--- config.mk ---
export PLATFORM = sky130hd
export DESIGN_NAME = div_sign_ctrl
export DESIGN_NICKNAME = d
export VERILOG_FILES = /design/src/rtl/div_sign_ctrl_pkg.sv /design/src/rtl/div_sign_ctrl_udiv.sv /design/src/rtl/div_sign_ctrl.sv
export SDC_FILE = /design/constraint.sdc
export NUM_CORES = 1
export LEC_CHECK = 0
export CORE_ASPECT_RATIO = 1.5
export CORE_MARGIN = 10
export CORE_UTILIZATION = 36
export CTS_BUF_LIST = sky130_fd_sc_hd__clkbuf_4 sky130_fd_sc_hd__clkbuf_8
export CTS_CLUSTER_DIAMETER = 50
export DETAILED_ROUTE_END_ITERATION = 8
export GPL_TIMING_DRIVEN = 0
export PLACE_DENSITY = 0.54
export SLEW_MARGIN = 20
export SYNTH_ARGS = -nofsm -noshare
export SYNTH_HDL_FRONTEND = slang
export SYNTH_SLANG_ARGS = --single-unit
--- constraint.sdc ---
create_clock -name clk -period 3.5 [get_ports clk]
set_clock_uncertainty 0.1 [all_clocks]
set_input_delay 0.7 -clock clk [delete_from_list [all_inputs] [get_ports clk]]
set_output_delay 0.7 -clock clk [all_outputs]
set_load 0.01 [all_outputs]
--- src/rtl/div_sign_ctrl_pkg.sv ---
// Shared processor package: divide op encoding, control FSM states, divider
// function codes and small sign helpers.
package div_sign_ctrl_pkg;

  localparam int unsigned XLEN  = 32;
  localparam int unsigned CNT_W = 6;

  typedef enum logic [1:0] {
    OP_DIV  = 2'd0,
    OP_DIVU = 2'd1,
    OP_REM  = 2'd2,
    OP_REMU = 2'd3
  } div_op_e;

  typedef enum logic [2:0] {
    ST_IDLE  = 3'd0,
    ST_CHECK = 3'd1,
    ST_ARM   = 3'd2,
    ST_RUN   = 3'd3,
    ST_FIX   = 3'd4,
    ST_DONE  = 3'd5
  } div_state_e;

  typedef enum logic {
    UFN_IDLE = 1'b0,
    UFN_DIV  = 1'b1
  } udiv_fn_e;

  // Operands captured when a request is accepted
  typedef struct packed {
    div_op_e         op;
    logic [XLEN-1:0] a;
    logic [XLEN-1:0] b;
  } div_req_t;

  // Two's complement negation, wraps modulo 2^XLEN
  function automatic logic [XLEN-1:0] neg_xlen(input logic [XLEN-1:0] x);
    return XLEN'((~x) + XLEN'(1));
  endfunction

  // Magnitude of a signed value; abs(most negative) stays most negative
  function automatic logic [XLEN-1:0] abs_xlen(input logic [XLEN-1:0] x);
    return x[XLEN-1] ? neg_xlen(x) : x;
  endfunction

  function automatic logic is_signed_op(input div_op_e op);
    return (op == OP_DIV) || (op == OP_REM);
  endfunction

  function automatic logic is_rem_op(input div_op_e op);
    return (op == OP_REM) || (op == OP_REMU);
  endfunction

endpackage

--- src/rtl/div_sign_ctrl_udiv.sv ---
// Unsigned restoring divider, one quotient bit per cycle. A start with the
// divide function code (re)loads the operands even if a previous divide is
// still in flight, so an aborted operation never blocks the next one.
module div_sign_ctrl_udiv
  import div_sign_ctrl_pkg::*;
(
  input  logic            clk,
  input  logic            rst,
  input  logic            i_start,
  input  udiv_fn_e        i_func,
  input  logic [XLEN-1:0] i_dividend,
  input  logic [XLEN-1:0] i_divisor,
  output logic [XLEN-1:0] o_quot,
  output logic [XLEN-1:0] o_rem,
  output logic            o_busy
);

  logic [XLEN-1:0]  r_quot;
  logic [XLEN-1:0]  r_rem;
  logic [XLEN-1:0]  r_div;
  logic [CNT_W-1:0] r_cnt;
  logic             r_busy;

  logic [XLEN:0]    w_shift;
  logic [XLEN:0]    w_diff;
  logic             w_fits;

  // Trial subtraction of the divisor from the shifted partial remainder
  always_comb begin
    w_shift = {r_rem, r_quot[XLEN-1]};
    w_diff  = w_shift - {1'b0, r_div};
    w_fits  = ~w_diff[XLEN];
  end

  // Operand load and iteration
  always_ff @(posedge clk) begin
    if (rst) begin
      r_quot <= '0;
      r_rem  <= '0;
      r_div  <= '0;
      r_cnt  <= '0;
      r_busy <= 1'b0;
    end else if (i_start && (i_func == UFN_DIV)) begin
      r_quot <= i_dividend;
      r_rem  <= '0;
      r_div  <= i_divisor;
      r_cnt  <= CNT_W'(XLEN);
      r_busy <= 1'b1;
    end else if (r_cnt != '0) begin
      r_rem  <= w_fits ? w_diff[XLEN-1:0] : w_shift[XLEN-1:0];
      r_quot <= {r_quot[XLEN-2:0], w_fits};
      r_cnt  <= r_cnt - CNT_W'(1);
      r_busy <= (r_cnt != CNT_W'(1));
    end
  end

  assign o_quot = r_quot;
  assign o_rem  = r_rem;
  assign o_busy = r_busy;

endmodule

--- src/rtl/div_sign_ctrl.sv ---
// Signed/unsigned divide controller: special-case resolution, magnitude
// formation and result sign fix-up around an unsigned iterative divider.
module div_sign_ctrl
  import div_sign_ctrl_pkg::*;
(
  input  logic            clk,
  input  logic            rst,
  input  logic            start,
  input  logic [1:0]      op,
  input  logic [XLEN-1:0] opa,
  input  logic [XLEN-1:0] opb,
  input  logic            flush,
  output logic [XLEN-1:0] result,
  output logic            valid,
  output logic            busy
);

  div_state_e      r_state;
  div_state_e      w_next;
  div_req_t        r_req;
  logic [XLEN-1:0] r_mag_a;
  logic [XLEN-1:0] r_mag_b;
  logic            r_neg_q;
  logic            r_neg_r;
  logic [XLEN-1:0] r_result;
  logic            r_valid;
  logic            r_busy;

  logic            w_latch;
  logic            w_load_mag;
  logic            w_wr_special;
  logic            w_wr_fix;
  logic            w_div_start;
  udiv_fn_e        w_div_fn;

  logic            w_b_zero;
  logic            w_ovf;
  logic            w_special;
  logic [XLEN-1:0] w_special_val;
  logic [XLEN-1:0] w_fix_val;

  logic [XLEN-1:0] w_div_quot;
  logic [XLEN-1:0] w_div_rem;
  logic            w_div_busy;

  // Divide-by-zero and signed overflow detection on the latched request
  always_comb begin
    w_b_zero  = (r_req.b == '0);
    w_ovf     = is_signed_op(r_req.op) &&
                (r_req.a == {1'b1, {(XLEN-1){1'b0}}}) &&
                (r_req.b == '1);
    w_special = w_b_zero || w_ovf;
    if (w_b_zero) begin
      w_special_val = is_rem_op(r_req.op) ? r_req.a : '1;
    end else begin
      w_special_val = is_rem_op(r_req.op) ? '0 : {1'b1, {(XLEN-1){1'b0}}};
    end
  end

  // Select quotient or remainder and restore its sign
  always_comb begin
    w_fix_val = w_div_quot;
    case (r_req.op)
      OP_DIV:  w_fix_val = r_neg_q ? neg_xlen(w_div_quot) : w_div_quot;
      OP_DIVU: w_fix_val = w_div_quot;
      OP_REM:  w_fix_val = r_neg_r ? neg_xlen(w_div_rem) : w_div_rem;
      OP_REMU: w_fix_val = w_div_rem;
      default: w_fix_val = w_div_quot;
    endcase
  end

  // State register
  always_ff @(posedge clk) begin
    if (rst) begin
      r_state <= ST_IDLE;
    end else begin
      r_state <= w_next;
    end
  end

  // Next-state and control strobes; flush overrides every transition
  always_comb begin
    w_next       = r_state;
    w_latch      = 1'b0;
    w_load_mag   = 1'b0;
    w_wr_special = 1'b0;
    w_wr_fix     = 1'b0;
    w_div_start  = 1'b0;
    w_div_fn     = UFN_IDLE;
    case (r_state)
      ST_IDLE: begin
        if (start) begin
          w_latch = 1'b1;
          w_next  = ST_CHECK;
        end
      end
      ST_CHECK: begin
        if (w_special) begin
          w_wr_special = 1'b1;
          w_next       = ST_DONE;
        end else begin
          w_load_mag = 1'b1;
          w_next     = ST_ARM;
        end
      end
      ST_ARM: begin
        w_div_fn    = UFN_DIV;
        w_div_start = 1'b1;
        w_next      = ST_RUN;
      end
      ST_RUN: begin
        w_div_fn = UFN_DIV;
        if (!w_div_busy) begin
          w_next = ST_FIX;
        end
      end
      ST_FIX: begin
        w_div_fn = UFN_DIV;
        w_wr_fix = 1'b1;
        w_next   = ST_DONE;
      end
      ST_DONE: begin
        w_next = ST_IDLE;
      end
      default: begin
        w_next = ST_IDLE;
      end
    endcase
    if (flush) begin
      w_next       = ST_IDLE;
      w_latch      = 1'b0;
      w_load_mag   = 1'b0;
      w_wr_special = 1'b0;
      w_wr_fix     = 1'b0;
      w_div_start  = 1'b0;
    end
  end

  // Capture the request when accepted in IDLE
  always_ff @(posedge clk) begin
    if (rst) begin
      r_req <= '0;
    end else if (w_latch) begin
      r_req <= '{op: div_op_e'(op), a: opa, b: opb};
    end
  end

  // Magnitudes and result sign flags, held from ARM through FIX
  always_ff @(posedge clk) begin
    if (rst) begin
      r_mag_a <= '0;
      r_mag_b <= '0;
      r_neg_q <= 1'b0;
      r_neg_r <= 1'b0;
    end else if (w_load_mag) begin
      r_mag_a <= is_signed_op(r_req.op) ? abs_xlen(r_req.a) : r_req.a;
      r_mag_b <= is_signed_op(r_req.op) ? abs_xlen(r_req.b) : r_req.b;
      r_neg_q <= is_signed_op(r_req.op) && (r_req.a[XLEN-1] ^ r_req.b[XLEN-1]);
      r_neg_r <= is_signed_op(r_req.op) && r_req.a[XLEN-1];
    end
  end

  // Result register, written only by a special case or the FIX step
  always_ff @(posedge clk) begin
    if (rst) begin
      r_result <= '0;
    end else if (w_wr_special) begin
      r_result <= w_special_val;
    end else if (w_wr_fix) begin
      r_result <= w_fix_val;
    end
  end

  // Registered handshake outputs decoded from the next state
  always_ff @(posedge clk) begin
    if (rst) begin
      r_valid <= 1'b0;
      r_busy  <= 1'b0;
    end else begin
      r_valid <= (w_next == ST_DONE);
      r_busy  <= (w_next == ST_CHECK) || (w_next == ST_ARM) ||
                 (w_next == ST_RUN)   || (w_next == ST_FIX);
    end
  end

  div_sign_ctrl_udiv u_udiv (
    .clk        (clk),
    .rst        (rst),
    .i_start    (w_div_start),
    .i_func     (w_div_fn),
    .i_dividend (r_mag_a),
    .i_divisor  (r_mag_b),
    .o_quot     (w_div_quot),
    .o_rem      (w_div_rem),
    .o_busy     (w_div_busy)
  );

  assign result = r_result;
  assign valid  = r_valid;
  assign busy   = r_busy;

endmodule
==> results of run 1 <==
[flip-flops by register name, indices dropped and copies added, names as in the netlist, 3 cells and up]
register / flops
r_mag_a: 32
r_mag_b: 32
r_req: 66
r_state: 3
result: 32
u_udiv.o_quot: 32
u_udiv.o_rem: 32
u_udiv.r_cnt: 6
u_udiv.r_div: 32
[timing repair]
item | CTS | global route
pin swaps | 2 | 7
endpoints found under the setup margin | 93 | 62
gates resized for setup | 15 | 20
buffers inserted | 7 | 7
hold buffers | 0 | 0
[Yosys cell counts, drive strengths merged (20+ instances only)]
library cell / number / area (um^2)
a31oi: 23 / 144
nand2: 339 / 1270
dfxtp: 272 / 5450
clkbuf: 124 / 465
ha: 39 / 488
xnor2: 98 / 866
a21o: 20 / 150
inv: 63 / 236
a21oi: 236 / 1190
nand3: 21 / 105
o21ai: 106 / 542
a211oi: 73 / 558
nor3: 63 / 335
mux2i: 28 / 280
o31ai: 20 / 150
nor2b: 21 / 131
nor2: 215 / 807
xor2: 48 / 420
a311oi: 38 / 333
[layer usage]
metal | track usage (%) | wire (um) | share of wire (%)
met5 | 0 | 0 | 0
met4 | 9.96 | 2530 | 4.7
met3 | 2.66 | 2660 | 4.9
met2 | 35.6 | 26300 | 49
met1 | 24.4 | 22500 | 42
[worst paths after layout]
check,depth (start not counted),to,slack (ps),from
worst max register to register,11,result[19]$_SDFFE_PP0P_,100,r_req[38]$_SDFFE_PP0P_
worst min register to register,2,u_udiv.r_div[8]$_SDFFE_PP0P_,350,r_mag_b[8]$_SDFFE_PP0P_
worst min-delay path,2,u_udiv.r_div[8]$_SDFFE_PP0P_,350,r_mag_b[8]$_SDFFE_PP0P_
worst max-delay path,11,result[19]$_SDFFE_PP0P_,100,r_req[38]$_SDFFE_PP0P_
[power groups by stage]
stage	Clock, mW	Sequential [mW]	Combinational, mW
after floorplan	0	3.68	3.78
after global placement	0	3.86	5.01
after detailed placement	0	3.86	5.05
after CTS	3.31	3.80	5.31
after global routing	3.44	3.84	5.98
final	3.24	3.81	5.45
[worst reg2reg max path: stages, from the launching register on]
cell      delay (ps)
dfxtp_1          410
or4_4            610
nor4_4           260
buf_4            210
nand4_4          160
o21ai_4          300
a21oi_2          120
or3_1            410
buf_6            190
buf_6            150
a311oi_1         270
nor3_1            90
[logic make-up after synthesis]
group | count (synthesis)
adders and majority gates | 40
muxes | 30
and+or+nand+nor | 760
xor gates and xnor gates | 146
DFF | 272
AOI/OAI and AO/OA | 570
buffers and inverters | 200
[cell type report]
class	count	area [um^2]	share of cell area, %
multi-input cells	1546	9130	50.0
flip-flops and latches	272	5450	29.9
repair buffers	117	1140	6.23
clock buffers	71	871	4.77
well taps	564	706	3.87
plain buffers	136	562	3.08
inverters	63	236	1.30
clock inverters	10	156	0.857
diodes	1	2.50	0.0137
==> out/metrics.yaml, run 1 <==
status: "completed"
worstPathRequired_ps: 3830
nets: 2292
dpl_cell_area_um2: 17000
clkTransAtPathRegs_ps: 60
place_congestion: 0.942
yosysSeqAreaShare_pct: 35.7
switching_share_pct: 40.4
placed_cells: 2685
die_area_um2: 51200
crit_top_cell: "buf_6"
num_io_pins: 104
cts.path.max_buffers: 3
wirelength_um: 54000
synth_xor_area_share_pct: 8.44
clkSinkCount: 272
layout_common_cells: "nand2_1 (339), dfxtp_1 (270), a21oi_1 (233)"
relSlewSlack_pct: 40.1
syn_nets: 2128
critPathMaxStageDelay_ps: 600
drt_iter0_drc: 913
critPathTopFamily: "simple AND/OR/NAND/NOR gates"
synthAdderAreaFrac_pct: 3.33
total_power_mw: 12.5
final_common_cell: "nand2_1"
drc: 0
path_max_fanout: 10
holdCritPathClass: "flip-flop to flip-flop"
worst_pin_slew_ps: 899
final_hold_viol_count: 0
antenna_found_initial: 2
p_sw_mw: 5.05
port_buffers: 103
area.growth.synth_to_final_pct: 19.7
final_core_util_pct: 43.4
synth_edf_count: 0
antenna_left: 0
wl_per_cell_um: 19.4
layout-drive-gt1-share_pct: 6.77
synth_seq_cells: 272
initial_core_util_pct: 36.3
end_kind: "flip-flop"
drv_slew: 0
grt_pass1_wl_um: 83600
drv_cap: 0
rows: 92
ctsHtreeMaxLevel: 2
synth-compound-area-share_pct: 23.1
fillCellCount: 4405
internal_power_mw: 7.46
syn_area_um2: 15200
globalRouteTotalUtil_pct: 20.5
synth_mux_area_share_pct: 1.99
fin_crit_ps: 3400
firstDrtPassIters: 5
yosys_warnings: 0
crit_chain: "or4_4 -> nor4_4 -> buf_4 -> nand4_4 -> o21ai_4 -> a21oi_2 -> or3_1 -> buf_6 -> buf_6 -> a311oi_1 -> nor3_1"
postSynthCellCount: 2018
vias: 14807
die_y_um: 272
p_per_area_nw_per_um2: 685
final_cells: 2780
cts_tree: "built"
post-route-period-util_pct: 97.1
p_leak_nw: 6.37
die_w_um: 188
avgViaCountPerCell: 5.33
hold_ws_ps: 352
ys.flop_type: "dfxtp_1"
cp.arrival_ps: 3730
startpoint_type: "flip-flop"
slowest_stage: "or4_4"
fmaxAchievable_mhz: 294
syn_avg_cell_area_um2: 7.56
numCtsBuffers: 46
synth_cell_types: 69
core_area_um2: 42000
synth_top_family_by_area: "compound AO/OA/AOI/OAI gates"
clockPowerShare_pct: 25.9
seqPwrFrac_pct: 30.5
grt_pass1_vias: 14473
preCtsSetupSlack_ps: -625
final_cell_area_um2: 18200
grt_overflow_total: 0
peakVddDrop_uv: 491
tns_ps: 0
async_flop_share_pct: 0
hpwl_um: 43300
setup_viol: 0
grt_max_degree: 12
insertion_delay_ps: 590
cp_num_buf_inv: 3
synth_simple_gate_area_share_pct: 22.3
worstSetupPathType: "flip-flop to flip-flop"
setup_ws_ps: 101
cts-root-buf: "clkbuf_8"
combPwrFrac_pct: 43.6
No activity file was read; power rests on OpenSTA's default activity.
==> run 2: changes to the inputs <==
- DONT_BUFFER_PORTS: unset -> 1
- HOLD_SLACK_MARGIN: unset -> 0.02
- PLACE_DENSITY: 0.54 -> 0.51
- SKIP_CTS_REPAIR_TIMING: unset -> 1
==> out/metrics.yaml, run 2 (synthesized netlist as in run 1, its figures left out) <==
largest_register_ffs: 66  # unchanged
drv_cap: 0  # unchanged
p_per_area_nw_per_um2: 715  # was 685 nW/um^2
die_area_um2: 51200  # unchanged
status: "completed"  # unchanged
avgViaCountPerCell: 5.43  # was 5.33
numCtsBuffers: 47  # was 46
num_io_pins: 104  # unchanged
worstPathRequired_ps: 3840  # was 3830 ps
die_w_um: 188  # unchanged
hpwl_um: 43500  # was 43300 um
drc: 0  # unchanged
holdPathStages: 2  # unchanged
wl_per_cell_um: 20.4  # was 19.4 um
cts.path.max_buffers: 3  # unchanged
gr-max-usage-layer: "met2"  # unchanged
cts-root-buf: "clkbuf_8"  # unchanged
grt_max_degree: 14  # was 12
layout-drive-gt1-share_pct: 7.55  # was 6.77%
fin_crit_ps: 3410  # was 3400 ps
ctsHtreeMaxLevel: 2  # unchanged
final_hold_viol_count: 0  # unchanged
p_leak_nw: 5.98  # was 6.37 nW
clkSinkCount: 272  # unchanged
initial_core_util_pct: 36.3  # unchanged
relSlewSlack_pct: 30.0  # was 40.1%
layout_common_cells: "nand2_1 (339), dfxtp_1 (261), a21oi_1 (233)"  # was nand2_1 (339), dfxtp_1 (270), a21oi_1 (233)
globalRouteTotalUtil_pct: 20.8  # was 20.5%
dpl_cell_area_um2: 16000  # was 17000 um^2
drt_iter0_drc: 893  # was 913
nets: 2188  # was 2292
area.growth.synth_to_final_pct: 12.9  # was 19.7%
antenna_left: 0  # unchanged
post-route-period-util_pct: 97.5  # was 97.1%
rows: 92  # unchanged
total_power_mw: 12.3  # was 12.5 mW
grt_pass1_vias: 14100  # was 14473
insertion_delay_ps: 620  # was 590 ps
antenna_found_initial: 1  # was 2
die_y_um: 272  # unchanged
drv_slew: 0  # unchanged
worst_pin_slew_ps: 1040  # was 899 ps
cp.arrival_ps: 3750  # was 3730 ps
hold_ws_ps: 127  # was 352 ps
final_common_cell: "nand2_1"  # unchanged
largest_register: "r_req"  # unchanged
port_buffers: 0  # was 103
vias: 14495  # was 14807
final_core_util_pct: 41.0  # was 43.4%
peakVddDrop_uv: 353  # was 491 uV
grt_overflow_total: 0  # unchanged
worstSetupPathType: "flip-flop to flip-flop"  # unchanged
core_area_um2: 42000  # unchanged
grt_use_met1_pct: 25.0  # was 24.4%
fmaxAchievable_mhz: 293  # was 294 MHz
startpoint_type: "flip-flop"  # unchanged
cts_tree: "built"  # unchanged
grt_pass1_wl_um: 83900  # was 83600 um
rsz0062_at_grt: "true"
worst-r2r-cell-count: 11  # unchanged
holdCritPathClass: "primary input to flip-flop"  # was flip-flop to flip-flop
wirelength_um: 54500  # was 54000 um
met3_usage_pct: 2.88  # was 2.66%
place_congestion: 0.935  # was 0.942
grtUsageMet2_pct: 34.9  # was 35.6%
path_max_fanout: 10  # unchanged
clkTransAtPathRegs_ps: 60  # about the same
setup_viol: 0  # unchanged
firstDrtPassIters: 5  # unchanged
final_cell_area_um2: 17200  # was 18200 um^2
end_kind: "flip-flop"  # unchanged
run 2: cell count changes in the layout (fill, tap and decap cells not counted), moves of 3 or more:
cell             previous run  this run
dfxtp_1                   270       261
buf_8                       0         3
clkbuf_4                   18        14
buf_4                      14        10
nor4_2                      5         2
dfxtp_2                     2        10
clkdlybuf4s50_1           103         0
run 2: metal layers:
layer	up-vias	part of all wire [%]
met5	-	0
met4	0	5.9
met3	114	5.3
met2	437	47
met1	6725	42
li1	7219	-
run 2: final timing paths:
| path | slack, ps | to | from |
|---|---|---|---|
| max | 90 | result[19]$_SDFFE_PP0P_ | r_req[38]$_SDFFE_PP0P_ |
| max reg2reg | 90 | result[19]$_SDFFE_PP0P_ | r_req[38]$_SDFFE_PP0P_ |
| min | 130 | r_req[35]$_SDFFE_PP0P_ | opa[3] |
| min reg2reg | 350 | r_mag_b[30]$_SDFFE_PP0P_ | r_mag_b[30]$_SDFFE_PP0P_ |
run 2: power by group:
| part | internal, mW | total (mW) | switching [mW] | leakage, nW |
|---|---|---|---|---|
| Sequential | 3.38 | 3.90 | 0.528 | 2.22 |
| Combinational | 2.17 | 5.34 | 3.16 | 3.26 |
| Clock | 1.70 | 3.07 | 1.37 | 0.509 |
| Total | 7.25 | 12.3 | 5.06 | 5.98 |
run 2: final cells by class:
class / count / area, um^2
multi-input cells: 1546 / 9170
inverters: 63 / 240
plain buffers: 136 / 573
clock inverters: 9 / 120
well taps: 564 / 706
clock buffers: 68 / 848
diodes: 1 / 2.50
fillers: 4482 / 24800
repair buffers: 12 / 97.6
flip-flops and latches: 272 / 5460
run 2: critical path, cell delays in order (launching register included):
cell,delay (ps)
dfxtp_1,390
or4_4,600
nor4_4,280
buf_6,170
nand4_4,140
o21ai_4,330
a21oi_2,130
or3_1,390
buf_6,180
buf_6,150
a311oi_2,270
nor3_1,90
run 2: stage by stage:
stage,instances,worst slack (ps),setup TNS [ps]
after floorplan,2018,355,0
after global placement,2582,-810,-35950
after detailed placement,2582,-846,-39110
after CTS,2659,-876,-41920
after global routing,2671,-48.9,-116
final,2671,87.4,0
==> run 3: changes to the inputs <==
- CORE_MARGIN: 10 -> 5
==> out/metrics.yaml, run 3 (synthesized netlist as in run 1, its figures left out) <==
status: "completed"  # unchanged
p_leak_nw: 6.01  # was 5.98 nW
seqPwrFrac_pct: 31.2  # was 31.7%
largest_register: "r_req"  # unchanged
layout-drive-gt1-share_pct: 7.24  # was 7.55%
nets: 2191  # was 2188
globalRouteTotalUtil_pct: 22.4  # was 20.8%
worst_pin_slew_ps: 955  # was 1040 ps
combPwrFrac_pct: 43.8  # was 43.3%
die_w_um: 178  # was 188 um
final_common_cell: "nand2_1"  # unchanged
cts_tree: "built"  # unchanged
largest_register_ffs: 66  # unchanged
internal_power_mw: 7.22  # was 7.25 mW
avgViaCountPerCell: 5.41  # was 5.43
area.growth.synth_to_final_pct: 12.9  # about the same
grt_max_degree: 12  # was 14
final_cell_area_um2: 17200  # about the same
worstSetupPathType: "flip-flop to flip-flop"  # unchanged
final_cells: 2677  # was 2671
clockPowerShare_pct: 25.0  # about the same
fmaxAchievable_mhz: 288  # was 293 MHz
grt_pass1_wl_um: 81500  # was 83900 um
post-route-period-util_pct: 99.2  # was 97.5%
place_congestion: 0.964  # was 0.935
startpoint_type: "flip-flop"  # unchanged
firstDrtPassIters: 5  # unchanged
r2r_slack_ps: 30  # was 90 ps
switching_share_pct: 41.2  # was 41.1%
hold_ws_ps: 155  # was 127 ps
antenna_left: 0  # unchanged
relSlewSlack_pct: 36.3  # was 30.0%
worstPathRequired_ps: 3830  # was 3840 ps
grt_pass1_vias: 13977  # was 14100
holdPathStages: 2  # unchanged
tns_ps: 0  # unchanged
clkSinkCount: 272  # unchanged
hpwl_um: 43200  # was 43500 um
total_power_mw: 12.3  # about the same
ctsHtreeMaxLevel: 2  # unchanged
insertion_delay_ps: 590  # was 620 ps
drv_cap: 0  # unchanged
final_core_util_pct: 41.0  # about the same
final_hold_viol_count: 0  # unchanged
holdCritPathClass: "primary input to flip-flop"  # unchanged
drv_slew: 0  # unchanged
clkTransAtPathRegs_ps: 60  # about the same
cts.path.max_buffers: 3  # unchanged
setup_viol: 0  # unchanged
antenna_found_initial: 1  # unchanged
dpl_cell_area_um2: 16000  # unchanged
grt_overflow_total: 0  # unchanged
cp.arrival_ps: 3800  # was 3750 ps
vias: 14484  # was 14495
numCtsBuffers: 46  # was 47
core_area_um2: 42000  # unchanged
drt_iter0_drc: 987  # was 893
layout_common_cells: "nand2_1 (339), dfxtp_1 (271), a21oi_1 (233)"  # was nand2_1 (339), dfxtp_1 (261), a21oi_1 (233)
num_io_pins: 104  # unchanged
p_sw_mw: 5.06  # about the same
worst-r2r-cell-count: 11  # unchanged
fin_crit_ps: 3470  # was 3410 ps
end_kind: "flip-flop"  # unchanged
die_area_um2: 46700  # was 51200 um^2
initial_core_util_pct: 36.3  # unchanged
placed_cells: 2582  # unchanged
cts-root-buf: "clkbuf_8"  # unchanged
preCtsSetupSlack_ps: -591  # was -846 ps
p_per_area_nw_per_um2: 713  # was 715 nW/um^2
peakVddDrop_uv: 334  # was 353 uV
setup_ws_ps: 29.6  # was 87.4 ps
die_y_um: 262  # was 272 um
path_max_fanout: 10  # unchanged
port_buffers: 0  # unchanged
rsz0062_at_grt: "true"  # unchanged
rows: 92  # unchanged
drc: 0  # unchanged
wirelength_um: 54100  # was 54500 um
wl_per_cell_um: 20.2  # was 20.4 um
run 3: cell type report:
cell class                      instances  area [um^2]
Fill cell                            4418        24800
Multi-Input combinational cell       1546         9160
Sequential cell                       272         5450
Clock buffer                           71          902
Tap cell                              564          706
Buffer                                136          561
Inverter                               63          236
Timing Repair Buffer                   16          133
Clock inverter                          8         75.1
Antenna cell                            1         2.50
run 3: final timing paths:
check / from / end
worst min register to register: r_mag_b[11]$_SDFFE_PP0P_ / u_udiv.r_div[11]$_SDFFE_PP0P_
worst max register to register: r_req[1]$_SDFFE_PP0P_ / result[19]$_SDFFE_PP0P_
worst min-delay path: opa[3] / r_req[35]$_SDFFE_PP0P_
worst max-delay path: r_req[1]$_SDFFE_PP0P_ / result[19]$_SDFFE_PP0P_
run 3: routing by layer:
metal  global-route usage, %  share of wire [%]  up-vias
met5                       0                  0        -
met4                    10.8                5.2        0
met3                    2.92                4.7      108
met2                    38.3                 48      383
met1                    27.9                 42     6765
li1                        -                  -     7228
run 3: power by group through the flow:
stage	clock, mW	sequential, mW	combinational [mW]
finish	3.08	3.83	5.37
global route	3.27	3.85	5.86
CTS	3.15	3.81	5.00
detailed placement	0	3.88	4.97
global placement	0	3.88	4.95
floorplan	0	3.68	3.78
run 3: critical path, cell delays in order (launching register included):
cell and delay (ps):
dfxtp_1 480, ha_1 200, nand4_1 220, nor4_4 440
nand4_1 280, o21ai_4 360, a21oi_2 130, or3_1 390
buf_6 180, buf_6 150, a311oi_1 300, nor3_1 80
==> patch 1: new RTL, flow settings as in run 1 <==
Reset style: asynchronous (`rst`), changed in 6 clocked blocks.
--- a/src/rtl/div_sign_ctrl_udiv.sv
+++ b/src/rtl/div_sign_ctrl_udiv.sv
@@ -33,7 +33,7 @@
   end
 
   // Operand load and iteration
-  always_ff @(posedge clk) begin
+  always_ff @(posedge clk or posedge rst) begin
     if (rst) begin
       r_quot <= '0;
       r_rem  <= '0;
--- a/src/rtl/div_sign_ctrl.sv
+++ b/src/rtl/div_sign_ctrl.sv
@@ -70,7 +70,7 @@
   end
 
   // State register
-  always_ff @(posedge clk) begin
+  always_ff @(posedge clk or posedge rst) begin
     if (rst) begin
       r_state <= ST_IDLE;
     end else begin
@@ -137,7 +137,7 @@
   end
 
   // Capture the request when accepted in IDLE
-  always_ff @(posedge clk) begin
+  always_ff @(posedge clk or posedge rst) begin
     if (rst) begin
       r_req <= '0;
     end else if (w_latch) begin
@@ -146,7 +146,7 @@
   end
 
   // Magnitudes and result sign flags, held from ARM through FIX
-  always_ff @(posedge clk) begin
+  always_ff @(posedge clk or posedge rst) begin
     if (rst) begin
       r_mag_a <= '0;
       r_mag_b <= '0;
@@ -161,7 +161,7 @@
   end
 
   // Result register, written only by a special case or the FIX step
-  always_ff @(posedge clk) begin
+  always_ff @(posedge clk or posedge rst) begin
     if (rst) begin
       r_result <= '0;
     end else if (w_wr_special) begin
@@ -172,7 +172,7 @@
   end
 
   // Registered handshake outputs decoded from the next state
-  always_ff @(posedge clk) begin
+  always_ff @(posedge clk or posedge rst) begin
     if (rst) begin
       r_valid <= 1'b0;
       r_busy  <= 1'b0;
Behaviour: differs if rst is asserted again (counterexample within 4 cycles, from zero or initial values and one cycle with rst high); with rst held inactive, the same outputs for 4 cycles.
==> patch 1 against run 1 <==
Sequential cell count stayed put; routed wire length is 12% higher; largest cell class unchanged; critical path depth is 2 lower; hold slack better by 15 ps; maximum frequency is 2.1% lower; worst setup slack worse by 74 ps; critical endpoint is now result[28]$_DFFE_PP0P_; sequential share of layout area is 4.3 points higher; synthesized area is 5.6% higher; die area is 5.0% higher; cell area is 9.3% higher.
Power is not compared: it rests on default switching activity, and its combinational part moved more than twofold at a synthesized area within 25%.
==> patch 1: results (changes against run 1) <==
[synth]
synth_commonest_cells = 272 x dfrtp_1, 271 x nand2_1, 197 x o21ai_0
synth_xor_area_frac = 0.0789  ; -0.00545
synth_compound_area_frac = 0.188  ; -0.0439
synthArstFlopShare = 1.00  ; +1.00
synth_mux_area_frac = 0.0619  ; +0.0420
synth_area_leaders = dfrtp_1 42%, nand2_1 6.3%, o21ai_0 6.1%
synth_cell_types = 72  ; +4.3%
synth.avg_cell_area_um2 = 8.79  ; +16%
synth_nets = 1940  ; -8.8%
seq_area_frac_synth = 0.423  ; +0.0658
synth_adder_area_share = 0.0316  ; -0.00175

[global_routing]
grt_pass1_vias = 14500  ; +0.45%
use_met1 = 0.237  ; -0.00730
met3_usage = 0.0265  ; -0.000152
grt_util_met2 = 0.391  ; +0.0355
grt_max_degree = 36  ; +24
grtUsageTotal = 0.221  ; +0.0157
antenna_found_initial = 1  ; -1
grt_first_pass_wirelength_mm = 90.2  ; +7.9%

[routing]
wl_met2_mm = 31.7  ; +21%
wl_mm = 60.4  ; +12%
drt_first_pass_iters = 6  ; +1
wl_met3_mm = 2.49  ; -6.4%
vias_per_cell = 5.54  ; +4.0%
wl_per_cell_um = 22.9  ; +18%
drt_iter0_markers = 979  ; +7.2%

[layout]
nFillCells = 4427  ; +0.50%
buffer_area_frac = 0.104  ; +0.0109
num-multi-input-gates = 1386  ; -10%
nNetsFinal = 2134  ; -6.9%
syn_to_final_growth_pct = 23.9
final-clk-cell-share = 0.0505  ; -0.00579
seq_area_mm2 = 0.00682  ; +25%
nNonClkInverters = 69  ; +9.5%
final_layout_size_suffix_gt1_frac = 0.147  ; +0.0789
n_all_buffers = 247  ; -2.4%
seq_cells = 272  ; unchanged
final.clkbuf_count = 72  ; +1.4%
multi_input_area_share = 0.454  ; -0.0463

[placed_design]
dp_hpwl_mm = 47.4  ; +9.3%
place_ws_ps = -1250  ; -623 ps
placed_cells = 2519  ; -6.2%
gp_congestion = 0.983  ; +4.3%
placed_cell_area_mm2 = 0.0181  ; +6.4%

[worst_setup_path]
critical_path.max_fanout = 6  ; -4
arrival_ps = 3840  ; +110 ps
rr_worst_depth = 9  ; -2
cpPeakStageDelay_ps = 560  ; -40 ps

[sta]
worstMarginPinSlew_ps = 1170  ; +276 ps

[run_status]
outcome = complete, no violations

[cts]
numCtsBuffers = 48  ; +4.3%

[floorplanning]
die_w_um = 193  ; +2.4%

[power_and_ir_drop]
power_switching_share = 0.464
p_int_mw = 12.1

## patch 1: repair_timing
action	CTS	global route
cloned	2	1
buffers inserted	17	12
gates resized for setup	76	73
endpoints found under the setup margin	188	183
pin swaps	13	20
## patch 1: path summary, 6_finish.rpt
kind	start	to	slack (ps)
worst min register to register	result[24]$_DFFE_PP0P_	result[24]$_DFFE_PP0P_	370
worst min-delay path	result[24]$_DFFE_PP0P_	result[24]$_DFFE_PP0P_	370
worst max register to register	u_udiv.o_quot[5]$_DFFE_PP0P_	result[28]$_DFFE_PP0P_	30
worst max-delay path	u_udiv.o_quot[5]$_DFFE_PP0P_	result[28]$_DFFE_PP0P_	30
min in group asynchronous	rst	result[2]$_DFFE_PP0P_	380
max in group asynchronous	rst	r_req[12]$_DFFE_PP0P_	1680
## patch 1: worst register-to-register path: stages (launching register included)
cell and delay (ps):
dfrtp_2 450, or4_4 560, or4b_4 540, or3b_1 500, nand2b_4 200, o31ai_2 210
xor2_1 370, a22oi_1 160, o21ai_1 130, o21ai_0 100
==> patch 2: new RTL, settings of run 1 <==
Made on the original files. Change the package constant `CNT_W` from 6 to 12.
--- a/src/rtl/div_sign_ctrl_pkg.sv
+++ b/src/rtl/div_sign_ctrl_pkg.sv
@@ -3,7 +3,7 @@
 package div_sign_ctrl_pkg;
 
   localparam int unsigned XLEN  = 32;
-  localparam int unsigned CNT_W = 6;
+  localparam int unsigned CNT_W = 12;
 
   typedef enum logic [1:0] {
     OP_DIV  = 2'd0,
Check against the original RTL: same outputs for any inputs over 4 cycles, from zero or initial values and one cycle with rst high; that may be too few to reach the edited logic, so the function may still have changed.
==> patch 2 against run 1 <==
Clock power fell by 5%; synthesized area grew 3.3%; cell area rose by 2.1%; highest routed layer unchanged; routed wire length rose by 4.5%; largest cell class unchanged; non-clock buffer count grew 4; core utilization decreased by 0.17 points; sequential cell count up 6; sequential power increased by 4%; final cell count up 2.6%; worst setup slack worse by 18 ps; total power grew 0.30%; critical path type unchanged.
==> patch 2: results (changes against run 1) <==
[run_status]
outcome = complete, no violations

[layout]
nFillCells = 4611  ; +4.7%
regMostFlops = r_req
largest_reg_flops = 66  ; unchanged
stdcell_count = 2851  ; +2.6%
nNetsFinal = 2355  ; +2.7%
final_layout_size_suffix_gt1_frac = 0.0694  ; +0.00167

[synth]
synth_area_leaders = dfxtp_1 35%, nand2_1 9.2%, a21oi_1 7.9%
synth_compound_area_frac = 0.236  ; +0.00440
synth_adder_area_share = 0.0331  ; -0.000264
synth_commonest_cells = 385 x nand2_1, 278 x dfxtp_1, 248 x a21oi_1
seq_area_frac_synth = 0.353  ; -0.00372
synth_xor_area_frac = 0.0834  ; -0.000933
syn_inst = 2089  ; +3.5%
synth_mux_area_frac = 0.0165  ; -0.00333
synth_cell_types = 78  ; +13%
synth_nets = 2200  ; +3.4%

[cts]
cts_htree_levels = 2  ; unchanged
clock_latency_ps = 610  ; +20 ps
root_buffer = clkbuf_8
numCtsBuffers = 46  ; unchanged
clk_pin_slew_ps = 60  ; about the same

[global_routing]
grtUsageTotal = 0.207  ; +0.00226
grt_pass1_vias = 15100  ; +4.3%
grt_first_pass_wirelength_mm = 87.0  ; +4.0%
grt_max_degree = 14  ; +2
antenna_found_initial = 2  ; unchanged

[sta]
period_needed_ps = 3420  ; +17.6 ps
worstMarginPinSlew_ps = 887  ; -11.8 ps
holdWs_ps = 354  ; +1.80 ps

[worst_setup_path]
r2r_end = u_udiv.o_rem[28]$_SDFFE_PP0P_
startpoint_type = flop
path_delay_family = compound AO/OA/AOI/OAI gates
arrival_ps = 3850  ; +120 ps
cpPeakStageDelay_ps = 620  ; +20 ps
reg2reg_slack_ps = 80  ; -20 ps
rr_worst_depth = 12  ; +1
slowest_stage = dfxtp_1
r2r_start = u_udiv.o_rem[16]$_SDFFE_PP0P_
end_kind = flop

[min_path]
hp-class = flop to flop
holdPathStages = 2  ; unchanged
min-delay-start = result[23]$_SDFFE_PP0P_
hold_path_end = result[23]$_SDFFE_PP0P_

[placed_design]
place_ws_ps = -404  ; +221 ps
port_buffers = 102  ; -0.97%
placed_cells = 2762  ; +2.9%
placed_cell_area_mm2 = 0.0175  ; +3.0%
dp_hpwl_mm = 45.3  ; +4.5%
gp_congestion = 0.943  ; +0.12%

[power_and_ir_drop]
peakVddDrop_v = 0.000392  ; -20%
power_leakage_nw = 6.50  ; +1.9%

[routing]
drt_iter0_markers = 1017  ; +11%
vias_per_cell = 5.41  ; +1.6%
wl_mm = 56.4  ; +4.5%

patch 2: changes by cell type after synthesis, sizes merged, moves of 10 or more:
cell	delta
nand2	+48
o211ai	+37
nor3	-31
o21ai	-31
buf	+23
a21oi	+12
inv	+11
clkbuf	-10
nor2b	-10
patch 2: report_power, final:
| part | internal [mW] | leakage [nW] | switching [mW] |
|---|---|---|---|
| Sequential | 3.47 | 2.26 | 0.512 |
| Combinational | 2.15 | 3.70 | 3.32 |
| Clock | 1.70 | 0.529 | 1.39 |
| Total | 7.31 | 6.50 | 5.22 |
patch 2: final cells by class:
type                       instances  area, um2  area share
multi-input combinational       1587       9370       0.503
clock inverter                    10       92.6     0.00497
inverter                          74        278      0.0149
timing repair buffer             107       1080      0.0582
clock buffer                      71        890      0.0478
sequential                       278       5570       0.299
tap                              570        713      0.0383
buffer                           150        617      0.0331
antenna                            4       10.0    0.000537
patch 2: timing repair:
action                                  4_1_cts  5_1_grt
pin swaps                                     2        1
resized for setup                             6       16
endpoints found under the setup margin       49       51
buffers inserted                              3        1
endpoints found under the hold margin         0        0
patch 2: routing by layer:
metal | track usage | wire (um) | vias up
li1 | - | - | 7637
met3 | 0.0240 | 2600 | 108
met4 | 0.0743 | 1970 | 0
met5 | 0 | 0 | -
met1 | 0.245 | 23400 | 7227
met2 | 0.372 | 28400 | 460
patch 2: worst reg2reg max path, cell delays in order, from the launching register on:
cell,delay [ps]
dfxtp_1,620
ha_1,430
a21oi_1,180
o21bai_1,130
o21ai_1,280
a2111oi_4,120
buf_4,180
a22o_1,210
a31o_2,260
nor2_4,170
buf_4,250
nand4_1,190
a31oi_1,230
patch 2: kinds of logic after synthesis:
kind of cell,after synthesis
AO/OA/AOI/OAI,586
buffers and inverters,224
adder cells (fa/ha/maj),41
multiplexers,26
AND/OR/NAND/NOR,784
flip-flops,278
XOR/XNOR,150
patch 2: metrics by stage:
stage | utilization | power, mW
6_report | 0.433 | 12.5
5_1_grt | 0.432 | 13.3
4_1_cts | 0.431 | 12.5
3_5_place_dp | 0.406 | 9.24
3_3_place_gp | 0.406 | 9.19
2_1_floorplan | - | 7.68
